[src/rtl/bus_sequencer.sv]
// bus_sequencer: Moore FSM sequencing one fetch/execute pass over a
// single-bus datapath (T0-T5 with a bounded memory wait and an error exit).
//
// Ports:
//   clock      - single clock, all state changes on rising edge
//   clear      - synchronous active-low reset
//   start      - request one fetch/execute sequence (honoured in IDLE only)
//   mem_ready  - memory read data valid (looked at in MEMWAIT only)
//   ir         - instruction register: op[31:27] Ra[26:23] Rb[22:19] Rc[18:15]
//   out_sel    - one-hot bus source: 0-15 R0-R15, 16 HI, 17 LO, 18 Zhigh,
//                19 Zlow, 20 PC, 21 MDR, 22 InPort, 23 C
//   reg_in     - one-hot R0-R15 load enable
//   PCin..Read - datapath strobes
//   alu_op     - ALU operation code
//   busy/done/error - status
module bus_sequencer #(
    parameter int wordSize = 32
) (
    input  logic                clock,
    input  logic                clear,
    input  logic                start,
    input  logic                mem_ready,
    input  logic [wordSize-1:0] ir,
    output logic [23:0]         out_sel,
    output logic [15:0]         reg_in,
    output logic                PCin,
    output logic                IRin,
    output logic                MARin,
    output logic                MDRin,
    output logic                Yin,
    output logic                Zin,
    output logic                IncPC,
    output logic                Read,
    output logic [4:0]          alu_op,
    output logic                busy,
    output logic                done,
    output logic                error
);

    typedef enum logic [3:0] {
        IDLE,
        T0,
        T1,
        MEMWAIT,
        T2,
        T3,
        T4,
        T5,
        ERR
    } state_t;

    localparam logic [4:0] OP_MAX = 5'd11;

    state_t     state;
    state_t     state_nxt;
    logic [3:0] wait_cnt;
    logic [3:0] wait_cnt_nxt;

    logic [4:0] opcode;
    logic [3:0] ra;
    logic [3:0] rb;
    logic [3:0] rc;

    // Only the decoded fields matter; the rest of the word is don't-care.
    logic unused_ir;

    assign opcode    = ir[31:27];
    assign ra        = ir[26:23];
    assign rb        = ir[22:19];
    assign rc        = ir[18:15];
    assign unused_ir = ^ir;

    always_ff @(posedge clock) begin
        if (!clear) begin
            state    <= IDLE;
            wait_cnt <= '0;
        end else begin
            state    <= state_nxt;
            wait_cnt <= wait_cnt_nxt;
        end
    end

    assign busy = (state != IDLE);

    always_comb begin
        state_nxt    = state;
        wait_cnt_nxt = wait_cnt;
        out_sel      = '0;
        reg_in       = '0;
        PCin         = 1'b0;
        IRin         = 1'b0;
        MARin        = 1'b0;
        MDRin        = 1'b0;
        Yin          = 1'b0;
        Zin          = 1'b0;
        IncPC        = 1'b0;
        Read         = 1'b0;
        alu_op       = '0;
        done         = 1'b0;
        error        = 1'b0;

        case (state)
            IDLE: begin
                if (start) state_nxt = T0;
            end
            T0: begin
                out_sel[20] = 1'b1;
                MARin       = 1'b1;
                IncPC       = 1'b1;
                Zin         = 1'b1;
                state_nxt   = T1;
            end
            T1: begin
                out_sel[19]  = 1'b1;
                PCin         = 1'b1;
                wait_cnt_nxt = '0;
                state_nxt    = MEMWAIT;
            end
            MEMWAIT: begin
                Read  = 1'b1;
                MDRin = 1'b1;
                // wait_cnt == 15 here means this is the 16th idle cycle
                if (mem_ready) begin
                    state_nxt = T2;
                end else if (wait_cnt == 4'd15) begin
                    state_nxt = ERR;
                end else begin
                    wait_cnt_nxt = wait_cnt + 4'd1;
                end
            end
            T2: begin
                out_sel[21] = 1'b1;
                IRin        = 1'b1;
                state_nxt   = T3;
            end
            T3: begin
                out_sel[rb] = 1'b1;
                Yin         = 1'b1;
                state_nxt   = (opcode <= OP_MAX) ? T4 : ERR;
            end
            T4: begin
                out_sel[rc] = 1'b1;
                Zin         = 1'b1;
                alu_op      = opcode;
                state_nxt   = T5;
            end
            T5: begin
                out_sel[19] = 1'b1;
                reg_in[ra]  = 1'b1;
                done        = 1'b1;
                state_nxt   = IDLE;
            end
            ERR: begin
                error     = 1'b1;
                state_nxt = IDLE;
            end
            default: begin
                state_nxt = IDLE;
            end
        endcase
    end

endmodule

[config.mk]
export PLATFORM = sky130hd
export DESIGN_NAME = bus_sequencer
export DESIGN_NICKNAME = d
export VERILOG_FILES = /design/src/rtl/bus_sequencer.sv
export SDC_FILE = /design/constraint.sdc
export NUM_CORES = 1
export LEC_CHECK = 0
export BUFFER_PORTS_ARGS = -buffer_cell sky130_fd_sc_hd__buf_4
export CAP_MARGIN = 20
export CORE_MARGIN = 10
export CORE_UTILIZATION = 37
export DETAILED_ROUTE_END_ITERATION = 8
export GPL_ROUTABILITY_DRIVEN = 0
export PLACE_DENSITY = 0.9
export RECOVER_POWER = 100
export SETUP_SLACK_MARGIN = 0.15
export SLEW_MARGIN = 15
export SYNTH_ARGS = -nofsm -noshare
export SYNTH_HDL_FRONTEND = slang
export SYNTH_SLANG_ARGS = --single-unit
[constraint.sdc]
create_clock -name clock -period 1.6 [get_ports clock]
set_input_delay 0.32 -clock clock [delete_from_list [all_inputs] [get_ports clock]]
set_output_delay 0.32 -clock clock [all_outputs]
set_load 0.1 [all_outputs]
==> results of run 1 <==
[per-stage QoR]
| stage | cell area, um2 | hold slack, ps | util |
|---|---|---|---|
| floorplan | 1500 | 508 | - |
| detailed placement | 2160 | 560 | 0.857 |
| global placement | 2160 | 546 | 0.857 |
[cell families after synthesis]
logic type               after synthesis  synth area share
other                                  1           0.00379
adder cells (fa/ha/maj)                1            0.0126
AND/OR/NAND/NOR                       73             0.445
buffers and inverters                 21             0.133
AO/OA/AOI/OAI                         32             0.244
flip-flops                             8             0.162
==> impl_metrics.xml, run 1 <==
<?xml version="1.0" encoding="UTF-8"?>
<metrics>
  <group name="clock_network">
    <metric name="cts_buffer_depth" unit="">2</metric>
    <metric name="cts_made_buffers" unit="">3</metric>
    <metric name="cts_max_level" unit="">1</metric>
    <metric name="number_of_buffers_added_for_setup_after_cts" unit="">5</metric>
    <metric name="postCtsResizedCells" unit="">153</metric>
    <metric name="tritoncts_num_sinks" unit="">8</metric>
    <metric name="root_buffer" unit="">sky130_fd_sc_hd__clkbuf_4</metric>
    <metric name="hold_buf_count_cts" unit="">0</metric>
  </group>
  <group name="outcome">
    <metric name="run_status" unit="">stopped before the end</metric>
    <metric name="flow.first_error" unit="">[ERROR DPL-0038] Utilization greater than 100%, impossible to legalize</metric>
    <metric name="failing_step" unit="">clock tree synthesis (4_1_cts)</metric>
  </group>
  <group name="floorplan">
    <metric name="die_y" unit="um">71.7</metric>
    <metric name="placement_rows" unit="">18</metric>
    <metric name="initial_utilization" unit="">0.392</metric>
    <metric name="boundaryPins" unit="">92</metric>
    <metric name="floorplan.die.width" unit="um">71.7</metric>
  </group>
  <group name="yosys">
    <metric name="synthCells" unit="">136</metric>
    <metric name="most_common_cell_in_the_netlist" unit="">sky130_fd_sc_hd__o22ai_1</metric>
    <metric name="synth_edf_count" unit="">0</metric>
    <metric name="synth_async_sr_flop_share" unit="">0</metric>
    <metric name="dominantRegCellSynth" unit="">sky130_fd_sc_hd__dfxtp_1</metric>
    <metric name="seq_area_frac_synth" unit="">0.162</metric>
    <metric name="synth.cells.most_frequent" unit="">sky130_fd_sc_hd__o22ai_1, sky130_fd_sc_hd__nor2_1, sky130_fd_sc_hd__buf_4</metric>
    <metric name="synth.top_cells.by_area" unit="">sky130_fd_sc_hd__dfxtp_1, sky130_fd_sc_hd__o22ai_1, sky130_fd_sc_hd__buf_4</metric>
    <metric name="synthesis.area" unit="um2">990</metric>
    <metric name="synth_cell_types" unit="">41</metric>
    <metric name="yosys.area.top_type_share" unit="">0.162</metric>
    <metric name="synth.avg_cell_area" unit="um2">7.28</metric>
    <metric name="synth-warning-count" unit="">0</metric>
    <metric name="register_bit_count_reported_by_yosys" unit="">8</metric>
    <metric name="synth.largest_area_cell" unit="">sky130_fd_sc_hd__dfxtp_1</metric>
  </group>
  <group name="place">
    <metric name="post-place-ws" unit="ps">-271</metric>
    <metric name="place.detailed.instances" unit="">256</metric>
    <metric name="portBuffers" unit="">71</metric>
    <metric name="detailed_place_hpwl" unit="um">4270</metric>
  </group>
</metrics>
==> run 2: changes to the inputs <==
--- a/config.mk
+++ b/config.mk
@@ -7,13 +7,12 @@
 export LEC_CHECK = 0
 export BUFFER_PORTS_ARGS = -buffer_cell sky130_fd_sc_hd__buf_4
 export CAP_MARGIN = 20
-export CORE_MARGIN = 10
-export CORE_UTILIZATION = 37
+export CORE_AREA = 10 10 71 73
 export DETAILED_ROUTE_END_ITERATION = 8
+export DIE_AREA = 0 0 81 83
 export GPL_ROUTABILITY_DRIVEN = 0
-export PLACE_DENSITY = 0.9
+export PLACE_DENSITY_LB_ADDON = 0.15
 export RECOVER_POWER = 100
-export SETUP_SLACK_MARGIN = 0.15
 export SLEW_MARGIN = 15
 export SYNTH_ARGS = -nofsm -noshare
 export SYNTH_HDL_FRONTEND = slang
==> impl_metrics.xml, run 2 <==
<?xml version="1.0" encoding="UTF-8"?>
<metrics>
  <group name="outcome">
    <metric name="run_status" unit="">finished, violations left</metric>
    <metric name="failed_checks" unit="">negative setup slack</metric>
  </group>
  <group name="min_path">
    <metric name="hold_path_end" unit="">state[0]</metric>
    <metric name="min_path_type" unit="">input port to register</metric>
    <metric name="worstHoldPathCells" unit="">2</metric>
    <metric name="hp-start" unit="">start</metric>
  </group>
  <group name="detailed_routing">
    <metric name="iteration_0_drc_count_of_the_detailed_router" unit="">105</metric>
    <metric name="drc" unit="">0</metric>
    <metric name="num_vias" unit="">1701</metric>
    <metric name="drt-vias-per-instance" unit="">5.65</metric>
    <metric name="wire_per_inst" unit="um">24.8</metric>
    <metric name="wirelength" unit="um">7450</metric>
    <metric name="drt_first_pass_iters" unit="">4</metric>
    <metric name="antenna_left" unit="">0</metric>
  </group>
  <group name="place">
    <metric name="detailed_place_hpwl" unit="um">3800</metric>
    <metric name="portBuffers" unit="">71</metric>
  </group>
  <group name="layout">
    <metric name="post_layout_net_count" unit="">292</metric>
    <metric name="mostFrequentLayoutCells" unit="">sky130_fd_sc_hd__buf_4, sky130_fd_sc_hd__buf_12, sky130_fd_sc_hd__buf_6</metric>
    <metric name="commonest_non_fill_non_tap_cell_in_the_layout" unit="">sky130_fd_sc_hd__buf_4</metric>
    <metric name="insertedDiodeCount" unit="">0</metric>
    <metric name="finish.utilization" unit="">0.873</metric>
    <metric name="layout_top_registers" unit="">state: 4 flops, wait_cnt: 4 flops</metric>
    <metric name="synthToLayoutAreaGrowth" unit="%">221</metric>
    <metric name="multi_input_area" unit="um2">1190</metric>
    <metric name="drive_gt1_frac" unit="">0.763</metric>
    <metric name="layout.area.seq" unit="um2">173</metric>
    <metric name="fillerInstances" unit="">153</metric>
  </group>
  <group name="timing">
    <metric name="period_share" unit="">1.43</metric>
    <metric name="final_hold_slack" unit="ps">392</metric>
    <metric name="finalSetupTns" unit="ps">-21670</metric>
    <metric name="period_minus_slack" unit="ps">2290</metric>
    <metric name="setup_repair_after_global_routing_missed_its_margin" unit="">yes</metric>
    <metric name="setup_violations" unit="">53</metric>
    <metric name="achievable-frequency" unit="MHz">437</metric>
    <metric name="headroom_to_the_max_slew_limit" unit="">0.666</metric>
    <metric name="report.final.slew_viol_count" unit="">0</metric>
    <metric name="setup_ws" unit="ps">-686</metric>
    <metric name="worst_pin_slew" unit="ps">501</metric>
    <metric name="clock_skew" unit="ps">5.26</metric>
    <metric name="hold_viol" unit="">0</metric>
  </group>
  <group name="run">
    <metric name="cap_violations" unit="">0</metric>
  </group>
  <group name="critical_path">
    <metric name="r2r.worst_path.cells" unit="">6</metric>
    <metric name="startpoint_class" unit="">register</metric>
    <metric name="rr_startpoint" unit="">state[3]</metric>
    <metric name="crit_arrival" unit="ps">1970</metric>
    <metric name="timing.critical_path.fanout_max" unit="">5</metric>
    <metric name="worstReg2RegEnd" unit="">wait_cnt[2]</metric>
    <metric name="required" unit="ps">1280</metric>
    <metric name="timing_worst_setup_path_type" unit="">register to output pin</metric>
    <metric name="critical_path.endpoint_type" unit="">output pin</metric>
    <metric name="r2r_slack" unit="ps">-40</metric>
  </group>
  <group name="clock_network">
    <metric name="root_buffer" unit="">sky130_fd_sc_hd__clkbuf_8</metric>
    <metric name="cts_max_level" unit="">1</metric>
    <metric name="hold_buf_count_cts" unit="">0</metric>
    <metric name="clk_transition_reported_paths" unit="ps">40</metric>
    <metric name="cts_tree" unit="">done</metric>
    <metric name="cts_buffer_depth" unit="">2</metric>
    <metric name="cts_made_buffers" unit="">3</metric>
    <metric name="clk-insertion-delay-late" unit="ps">240</metric>
    <metric name="tritoncts_num_sinks" unit="">8</metric>
  </group>
  <group name="power_and_ir_drop">
    <metric name="p_leak" unit="nW">1.17</metric>
    <metric name="p_per_area" unit="nW/um2">443</metric>
    <metric name="ir_worst_vdd" unit="mV">0.700</metric>
    <metric name="design_power_total" unit="mW">1.41</metric>
  </group>
  <group name="global_routing">
    <metric name="grt_max_degree" unit="">13</metric>
    <metric name="antenna_found_initial" unit="">0</metric>
    <metric name="track_usage" unit="">0.189</metric>
    <metric name="vias_in_the_first_global_route" unit="">1806</metric>
    <metric name="grt_overflow_total" unit="">0</metric>
    <metric name="first_pass_grt_wire_length" unit="um">10200</metric>
  </group>
  <group name="floorplan">
    <metric name="core_area" unit="um2">3630</metric>
    <metric name="floorplan.die.width" unit="um">81</metric>
    <metric name="boundaryPins" unit="">92</metric>
    <metric name="initial_utilization" unit="">0.272</metric>
    <metric name="die_ar" unit="um2">6720</metric>
    <metric name="placement_rows" unit="">22</metric>
    <metric name="die_y" unit="um">83</metric>
  </group>
  <group name="yosys">
    <metric name="most_common_cell_in_the_netlist" unit="">sky130_fd_sc_hd__o22ai_1</metric>
    <metric name="synth.cells.most_frequent" unit="">sky130_fd_sc_hd__o22ai_1, sky130_fd_sc_hd__nor2_1, sky130_fd_sc_hd__buf_4</metric>
    <metric name="yosys.area.top_type_share" unit="">0.162</metric>
    <metric name="synth_edf_count" unit="">0</metric>
    <metric name="synthesis.area" unit="um2">990</metric>
    <metric name="seq_area_frac_synth" unit="">0.162</metric>
    <metric name="synth_async_sr_flop_share" unit="">0</metric>
    <metric name="synth-xor-area-share" unit="">0</metric>
    <metric name="synth.avg_cell_area" unit="um2">7.28</metric>
    <metric name="synth-compound-area-share" unit="">0.244</metric>
    <metric name="synth.area.mux_share" unit="">0</metric>
    <metric name="post_synth_and_or_nand_nor_area_fraction" unit="">0.445</metric>
    <metric name="register_bit_count_reported_by_yosys" unit="">8</metric>
    <metric name="synth.largest_area_cell" unit="">sky130_fd_sc_hd__dfxtp_1</metric>
    <metric name="synth_cell_types" unit="">41</metric>
    <metric name="synthCells" unit="">136</metric>
    <metric name="synthAdderAreaFrac" unit="">0.0126</metric>
    <metric name="dominantRegCellSynth" unit="">sky130_fd_sc_hd__dfxtp_1</metric>
    <metric name="synth.top_cells.by_area" unit="">sky130_fd_sc_hd__dfxtp_1, sky130_fd_sc_hd__o22ai_1, sky130_fd_sc_hd__buf_4</metric>
    <metric name="synth-warning-count" unit="">0</metric>
    <metric name="combinational_family_with_the_most_area_after_synthesis" unit="">simple AND/OR/NAND/NOR gates</metric>
  </group>
</metrics>
==> run 2: cell counts after synthesis <==
Identical to the previous run, type by type.
==> run 2: power breakdown <==
part           internal, mW  total, mW  switching [mW]
Clock                 0.164      0.252          0.0881
Combinational         0.359      0.928           0.569
Sequential            0.211      0.227          0.0157
==> run 2: layer usage <==
| layer | wire length (um) | global-route usage |
|---|---|---|
| met1 | 2560 | 0.189 |
| met2 | 3990 | 0.350 |
| met3 | 623 | 0.0474 |
| met4 | 279 | 0.0782 |
| met5 | 0 | 0 |
==> run 2: logic make-up after synthesis <==
family,Yosys count
AOI/OAI and AO/OA,32
other,1
DFF,8
buffers and inverters,21
adders and majority gates,1
and+or+nand+nor,73
==> run 2: per-stage QoR <==
stage                     cells  cell area [um2]  worst slack (ps)
final                       301             3170              -686
after floorplan             140             1490             -1060
after CTS                   293             3060              -437
after global placement      276             2180              -278
after global routing        301             3170              -687
after detailed placement    276             2180              -283
==> run 2: what timing repair did <==
action | 4_1_cts | 5_1_grt
resized for setup | 175 | 17
setup buffers | 15 | 11
pin swaps | 10 | 18
endpoints found under the setup margin | 52 | 55
==> run 2: worst max path at each step <==
| stage | to | depth (start not counted) | from | slack, ps |
|---|---|---|---|---|
| 2_1_floorplan | reg_in[2] | 5 | state[3] | -1060 |
| 3_3_place_gp | out_sel[8] | 4 | state[0] | -280 |
| 3_5_place_dp | out_sel[8] | 4 | state[0] | -280 |
| 4_1_cts | out_sel[0] | 4 | state[0] | -440 |
| 5_1_grt | reg_in[0] | 5 | state[3] | -690 |
| 6_report | reg_in[0] | 5 | state[3] | -690 |
==> run 2: area by class of cell <==
class                           count  share of cell area
Sequential cell                     8              0.0544
Inverter                            4             0.00710
Tap cell                           48              0.0189
Clock buffer                        3              0.0130
Multi-Input combinational cell    111               0.376
Timing Repair Buffer              127               0.530
==> run 2: worst max-delay path, cell delays in order, from the launching register on <==
cell                       delay [ps]
sky130_fd_sc_hd__dfxtp_2          350
sky130_fd_sc_hd__nand4b_1         340
sky130_fd_sc_hd__or3_1            470
sky130_fd_sc_hd__buf_6            180
sky130_fd_sc_hd__nor3_4           180
sky130_fd_sc_hd__buf_12           210
(Power assumes the default switching activity.)
